File: src/rtl/port_pio_pkg.sv
// Shared definitions for the port_pio_v2 parallel I/O block: register map and width limits.
package port_pio_pkg;

    localparam int PIO_MAX_WIDTH = 32;
    localparam int PIO_BUS_W     = 32;

    typedef enum logic [2:0] {
        ADDR_DATA     = 3'd0,
        ADDR_DIR      = 3'd1,
        ADDR_IRQ_MASK = 3'd2,
        ADDR_EDGE_CAP = 3'd3,
        ADDR_OUTSET   = 3'd4,
        ADDR_OUTCLR   = 3'd5,
        ADDR_RISE_EN  = 3'd6,
        ADDR_FALL_EN  = 3'd7
    } pio_addr_e;

    function automatic bit pio_width_ok(input int w);
        return (w >= 1) && (w <= PIO_MAX_WIDTH);
    endfunction

endpackage

File: src/rtl/port_pio_v2_if.sv
// Avalon-MM slave bus bundle for port_pio_v2 (fixed read latency 1, no waitrequest).
interface port_pio_v2_if;

    logic [2:0]  avs_address;
    logic        avs_read;
    logic        avs_write;
    logic [31:0] avs_writedata;
    logic [31:0] avs_readdata;

    modport master (
        output avs_address, avs_read, avs_write, avs_writedata,
        input  avs_readdata
    );

    modport slave (
        input  avs_address, avs_read, avs_write, avs_writedata,
        output avs_readdata
    );

endinterface

File: src/rtl/pio_in_cond.sv
// Input conditioning: two-flop synchronizer, optional tick-sampled debouncer and edge detector.
module pio_in_cond
    import port_pio_pkg::*;
#(
    parameter int WIDTH           = 32,
    parameter int DEBOUNCE_CYCLES = 0
) (
    input  logic             clk_i,
    input  logic             rst_i,
    input  logic [WIDTH-1:0] pin_i,
    output logic [WIDTH-1:0] db_o,
    output logic [WIDTH-1:0] rise_o,
    output logic [WIDTH-1:0] fall_o
);

    logic [WIDTH-1:0] s1_q, s2_q, db_q, db_d, prev_q;

    // Reset loads the whole chain from the pin so release never looks like an edge.
    always_ff @(posedge clk_i) begin
        if (rst_i) begin
            s1_q   <= pin_i;
            s2_q   <= pin_i;
            db_q   <= pin_i;
            prev_q <= pin_i;
        end else begin
            s1_q   <= pin_i;
            s2_q   <= s1_q;
            db_q   <= db_d;
            prev_q <= db_q;
        end
    end

    if (DEBOUNCE_CYCLES == 0) begin : g_bypass
        assign db_d = s2_q;
    end else begin : g_debounce
        localparam int CW = (DEBOUNCE_CYCLES > 1) ? $clog2(DEBOUNCE_CYCLES) : 1;

        logic [CW-1:0]    cnt_q;
        logic [WIDTH-1:0] samp_q;
        logic [WIDTH-1:0] agree;
        logic             tick;

        assign tick  = (cnt_q == CW'(DEBOUNCE_CYCLES - 1));
        assign agree = ~(s2_q ^ samp_q);
        assign db_d  = tick ? ((agree & s2_q) | (~agree & db_q)) : db_q;

        always_ff @(posedge clk_i) begin
            if (rst_i) begin
                cnt_q  <= '0;
                samp_q <= pin_i;
            end else begin
                cnt_q <= tick ? '0 : cnt_q + 1'b1;
                if (tick) samp_q <= s2_q;
            end
        end
    end

    assign db_o   = db_q;
    assign rise_o = db_q & ~prev_q;
    assign fall_o = ~db_q & prev_q;

endmodule

File: src/rtl/port_pio_v2.sv
// Parallel I/O port with per-bit direction, set/clear aliases and edge-capture interrupts.
module port_pio_v2
    import port_pio_pkg::*;
#(
    parameter int          WIDTH           = 32,
    parameter int          DEBOUNCE_CYCLES = 0,
    parameter logic [31:0] RESET_OUT       = 32'd0,
    parameter logic [31:0] RESET_DIR       = 32'd0
) (
    input  logic             clk_clk,
    input  logic             reset_reset,
    port_pio_v2_if.slave     avs,
    output logic             irq,
    input  logic [WIDTH-1:0] port_in,
    output logic [WIDTH-1:0] port_out,
    output logic [WIDTH-1:0] port_oe
);

    if (!pio_width_ok(WIDTH)) begin : g_width_check
        $error("port_pio_v2: WIDTH must be 1..32");
    end

    logic [WIDTH-1:0] out_q, out_d, dir_q, dir_d, mask_q, mask_d;
    logic [WIDTH-1:0] cap_q, cap_d, ren_q, ren_d, fen_q, fen_d;
    logic [WIDTH-1:0] wdata, w1c, rd_val, db, rise, fall;
    logic [31:0]      rdata_q, rdata_d;
    logic             unused_wdata;

    assign wdata        = avs.avs_writedata[WIDTH-1:0];
    assign unused_wdata = ^avs.avs_writedata;

    pio_in_cond #(
        .WIDTH           (WIDTH),
        .DEBOUNCE_CYCLES (DEBOUNCE_CYCLES)
    ) u_in_cond (
        .clk_i  (clk_clk),
        .rst_i  (reset_reset),
        .pin_i  (port_in),
        .db_o   (db),
        .rise_o (rise),
        .fall_o (fall)
    );

    always_comb begin
        out_d  = out_q;
        dir_d  = dir_q;
        mask_d = mask_q;
        ren_d  = ren_q;
        fen_d  = fen_q;
        w1c    = '0;
        if (avs.avs_write) begin
            case (pio_addr_e'(avs.avs_address))
                ADDR_DATA:     out_d  = wdata;
                ADDR_DIR:      dir_d  = wdata;
                ADDR_IRQ_MASK: mask_d = wdata;
                ADDR_EDGE_CAP: w1c    = wdata;
                ADDR_OUTSET:   out_d  = out_q | wdata;
                ADDR_OUTCLR:   out_d  = out_q & ~wdata;
                ADDR_RISE_EN:  ren_d  = wdata;
                ADDR_FALL_EN:  fen_d  = wdata;
                default: ;
            endcase
        end
        // Edge sets are ORed after the clear so a same-cycle edge wins.
        cap_d = (cap_q & ~w1c) | (rise & ren_q) | (fall & fen_q);
    end

    always_comb begin
        rd_val = '0;
        case (pio_addr_e'(avs.avs_address))
            ADDR_DATA:     rd_val = (db & ~dir_q) | (out_q & dir_q);
            ADDR_DIR:      rd_val = dir_q;
            ADDR_IRQ_MASK: rd_val = mask_q;
            ADDR_EDGE_CAP: rd_val = cap_q;
            ADDR_RISE_EN:  rd_val = ren_q;
            ADDR_FALL_EN:  rd_val = fen_q;
            default:       rd_val = '0;
        endcase
        rdata_d = avs.avs_read ? 32'(rd_val) : 32'd0;
    end

    always_ff @(posedge clk_clk) begin
        if (reset_reset) begin
            out_q   <= RESET_OUT[WIDTH-1:0];
            dir_q   <= RESET_DIR[WIDTH-1:0];
            mask_q  <= '0;
            cap_q   <= '0;
            ren_q   <= '0;
            fen_q   <= '0;
            rdata_q <= '0;
        end else begin
            out_q   <= out_d;
            dir_q   <= dir_d;
            mask_q  <= mask_d;
            cap_q   <= cap_d;
            ren_q   <= ren_d;
            fen_q   <= fen_d;
            rdata_q <= rdata_d;
        end
    end

    assign avs.avs_readdata = rdata_q;
    assign irq              = |(cap_q & mask_q);
    assign port_out         = out_q;
    assign port_oe          = dir_q;

endmodule

File: src/flat_wrapper.sv
// flat-port wrapper written by rule: the top's interface ports become plain ports
module port_pio_v2_flat import port_pio_pkg::*;
#(
    parameter int          WIDTH           = 32,
    parameter int          DEBOUNCE_CYCLES = 0,
    parameter logic [31:0] RESET_OUT       = 32'd0,
    parameter logic [31:0] RESET_DIR       = 32'd0
)
  (clk_clk, reset_reset, irq, port_in, port_out, port_oe, avs_avs_address, avs_avs_read, avs_avs_write, avs_avs_writedata, avs_avs_readdata);
  port_pio_v2_if avs_i ();
  input  logic clk_clk;
  input  logic reset_reset;
  output logic irq;
  input  logic [WIDTH-1:0] port_in;
  output logic [WIDTH-1:0] port_out;
  output logic [WIDTH-1:0] port_oe;
  input wire logic [$bits(avs_i.avs_address)-1:0] avs_avs_address;
  input wire logic [$bits(avs_i.avs_read)-1:0] avs_avs_read;
  input wire logic [$bits(avs_i.avs_write)-1:0] avs_avs_write;
  input wire logic [$bits(avs_i.avs_writedata)-1:0] avs_avs_writedata;
  output wire logic [$bits(avs_i.avs_readdata)-1:0] avs_avs_readdata;
  assign avs_i.avs_address = avs_avs_address;
  assign avs_i.avs_read = avs_avs_read;
  assign avs_i.avs_write = avs_avs_write;
  assign avs_i.avs_writedata = avs_avs_writedata;
  assign avs_avs_readdata = avs_i.avs_readdata;
  port_pio_v2 #(.WIDTH(WIDTH), .DEBOUNCE_CYCLES(DEBOUNCE_CYCLES), .RESET_OUT(RESET_OUT), .RESET_DIR(RESET_DIR)) u_core (.clk_clk(clk_clk), .reset_reset(reset_reset), .avs(avs_i), .irq(irq), .port_in(port_in), .port_out(port_out), .port_oe(port_oe));
endmodule
File: config.mk
export PLATFORM = sky130hd
export DESIGN_NAME = port_pio_v2_flat
export DESIGN_NICKNAME = d
export VERILOG_FILES = /design/src/rtl/port_pio_pkg.sv /design/src/rtl/port_pio_v2_if.sv /design/src/rtl/pio_in_cond.sv /design/src/rtl/port_pio_v2.sv /design/src/flat_wrapper.sv
export SDC_FILE = /design/constraint.sdc
export NUM_CORES = 1
export LEC_CHECK = 0
export CORE_MARGIN = 1.5
export CORE_UTILIZATION = 35
export CTS_BUF_LIST = sky130_fd_sc_hd__clkbuf_4 sky130_fd_sc_hd__clkbuf_8 sky130_fd_sc_hd__clkbuf_16
export CTS_CLUSTER_SIZE = 40
export DETAILED_ROUTE_END_ITERATION = 8
export SLEW_MARGIN = 20
export SYNTH_ARGS = -nofsm -noshare
export SYNTH_HDL_FRONTEND = slang
export SYNTH_HIERARCHICAL = 1
export SYNTH_SLANG_ARGS = --single-unit
File: constraint.sdc
create_clock -name clk_clk -period 1.8 [get_ports clk_clk]
set_input_delay 0.54 -clock clk_clk [delete_from_list [all_inputs] [get_ports clk_clk]]
set_output_delay 0.54 -clock clk_clk [all_outputs]
set_load 0.005 [all_outputs]
==> impl_results.md <==
- Vias: between 10000 and 15000
- Fin util: 0.482
- Iter 0 DRT Violations: ~1100
- R2r endpoint: u_core/avs.avs_readdata[17]$_SDFF_PP0_
- Max Freq: around 0.4 GHz
- CTS clk-pin slew, worst paths: 60 ps
- Most instantiated library cell after synthesis: dfxtp_1
- Drt first pass iters: 5
- Post-layout minimum cycle time: 2450 ps
- Mapped Area: between 10000 and 15000 um2
- Ranking of synthesized cells by area: dfxtp_1, nand2_1, a21oi_1, mux2_2, mux2_4
- Final slew viol count: 0
- Worst setup SP type: register
- R2R Setup Slk: 420 ps
- TritonCTS Sinks: between 300 and 400
- Leak: 7.73 nW
- CP max FO: 2
- H-Tree Depth: 2
- Failing checks: setup timing
- Status: complete, but fails checks
- Seq cells post-synth: approximately 350
- Largest net degree at the start of global routing: roughly 60
- WL per Instance: between 15 and 20 um
- Avg Synthesized Cell Area: 9.50 um2
- Top-area cell type share of the netlist area: 0.492
- Clk_lat worst skew: between 500 and 600 ps
- Die area: 42100 um2
- CTS Buf Count: 39
- Asr flop ratio synth: 0
- Arrival time worst endpoint: ~1900 ps
- Residual DRC: 0
- Routed wl met3: around 3.5 mm
- Max Used Layer: met4
- CTS tree: done
- Root Buffer: clkbuf_16
- R2R cell count: 4
- PwrDens: roughly 960 nW/um2
- Max_cap viols: 0
- Worst hold path type: in -> reg
- I/O pin cnt: 168
- Rel. slew slack: 0.683
- Synth warn: 6
- Wl on met1: ~21 mm
- Synthesis-to-finish area growth: 34.9%
- Hold Startpoint: reset_reset
- Initial antenna violation count: 0
- Post-synthesis sequential area ratio: 0.492
- Routed length on met2: approximately 21 mm
- VDD IR max: approximately 0.51 mV
- GPL Wtd Cong: roughly 0.89
- TNS Setup: -651 ps
- Placed cells: around 2300
- CP endpoint kind: primary output
- Post-synth top area cell: dfxtp_1
- Vias in the first global route: around 12000
- Final clock skew: around 17 ps
- Most frequent cells after synthesis: dfxtp_1, nand2_1, a21oi_1, nor2b_1, mux2_2
- Antenna-violating nets left: 0
- Hold path endpoint: u_core/port_oe[6]$_SDFFE_PP0P_
- Actual slew at the worst max-slew pin: 473 ps
- DP HPWL: 33.6 mm
- Share of layout cells above drive strength 1: 0.275
- Chip width: between 200 and 250 um
- Hold Fails Final Rpt: 0
- Post-route cell area: around 19000 um2
- Hold_ws: ~410 ps
- Overall global routing resource usage: 0.223
- Top_reg_cell synth: dfxtp_1
- Placeable core area: between 40000 and 50000 um2
- Final worst slack: -651 ps
- FP Rows: between 70 and 80
- Critical Path RT: 1260 ps
- Syn nets: 1577
- Post-Route WL: 47.2 mm
- Unique cell type count in the Yosys netlist: 41
- Crit path kind: reg -> out
- Port-buffer cells: 167
- Max Root-Sink Buffers: 3
- R2r startpoint: u_core/port_oe[17]$_SDFFE_PP0P_
- Number of synthesized flops with an enable pin: 0
- Final setup fails: 1
- Initial Util: 0.358
- Synth Instances: ~1500
- Nets: ~1900
- Part of the cycle the worst path needs: 1.36
- Vias per inst: 5.29
- RSZ-0062 raised after global routing: true
- Die Height: 205 um
- First-pass GRT wire length: between 70 and 80 mm
- Placed cell area: 17800 um2
- Hold path depth: 3
- Grt total ovfl: 0
- Final instance count without filler cells: 2362
report_power, final:
group | switching [mW] | internal [mW]
Clock | 3.31 | 5.19
Combinational | 0.870 | 0.909
Sequential | 0.207 | 8.13
metrics by stage:
| step | setup slack (ps) | power (mW) |
|---|---|---|
| final | -651 | 18.6 |
| after global routing | -685 | 19.2 |
| after CTS | -666 | 18.7 |
| after detailed placement | -511 | 10.3 |
| after global placement | -509 | 10.3 |
| after floorplan | 4.75 | 9.36 |
kinds of logic (layout without fill, tap and decap cells):
| family | count (synthesis) | after routing | synth area share |
|---|---|---|---|
| buffers and inverters | 148 | 478 | 0.0512 |
| multiplexers | 130 | 130 | 0.122 |
| other | 0 | 1 | 0 |
| AO/OA/AOI/OAI | 419 | 419 | 0.177 |
| AND/OR/NAND/NOR | 457 | 457 | 0.157 |
| flip-flops | 352 | 352 | 0.492 |
layout make-up:
cell class | count | area [um2]
tap | 525 | 657
fill | 3807 | 20700
timing repair buffer | 375 | 3350
sequential | 352 | 7150
clock inverter | 17 | 238
multi-input combinational | 1006 | 6640
inverter | 33 | 124
clock buffer | 53 | 1140
antenna | 1 | 2.50
worst max-delay path, cell delays in order, from the launching register on:
cell	delay [ps]
dfxtp_1	320
a22oi_2	210
nand4_1	130
or4_4	570
buf_6	140
layer usage:
| layer | up-vias | global-route usage |
|---|---|---|
| met5 | - | 0 |
| met4 | 0 | 0.0915 |
| li1 | 5888 | - |
| met1 | 5945 | 0.306 |
| met2 | 549 | 0.347 |
| met3 | 102 | 0.0371 |
cell usage in the layout, fill, tap and decap left out, types with 33 or more instances in the layout:
cell type	count
dfxtp_1	291
o21ai_0	63
dfxtp_2	51
nor2b_1	79
nand2_1	289
clkbuf_16	40
dlygate4sd2_1	93
a21oi_1	201
buf_4	188
inv_1	33
mux2_2	78
nor3b_1	33
clkdlybuf4s50_1	66
a22oi_1	50
mux2_4	40
worst max-delay path by stage:
stage                                         startpoint                                      to
after global routing      u_core/mask_q[23]$_SDFFE_PP0P_                                     irq
after detailed placement     u_core/cap_q[16]$_SDFF_PP0_                                     irq
final                     u_core/mask_q[28]$_SDFFE_PP0P_                                     irq
after global placement       u_core/cap_q[22]$_SDFF_PP0_                                     irq
after CTS                 u_core/mask_q[16]$_SDFFE_PP0P_                                     irq
after floorplan                       avs_avs_address[2]  u_core/avs.avs_readdata[16]$_SDFF_PP0_
what timing repair did:
action | CTS | global route
endpoints found under the setup margin | 97 | 5
pin swaps | 7 | 0
endpoints found under the hold margin | 0 | 0
setup buffers | 12 | 0
hold buffers | 0 | 0
gates resized for setup | 182 | 8
No activity file was read; power rests on OpenSTA's default activity.
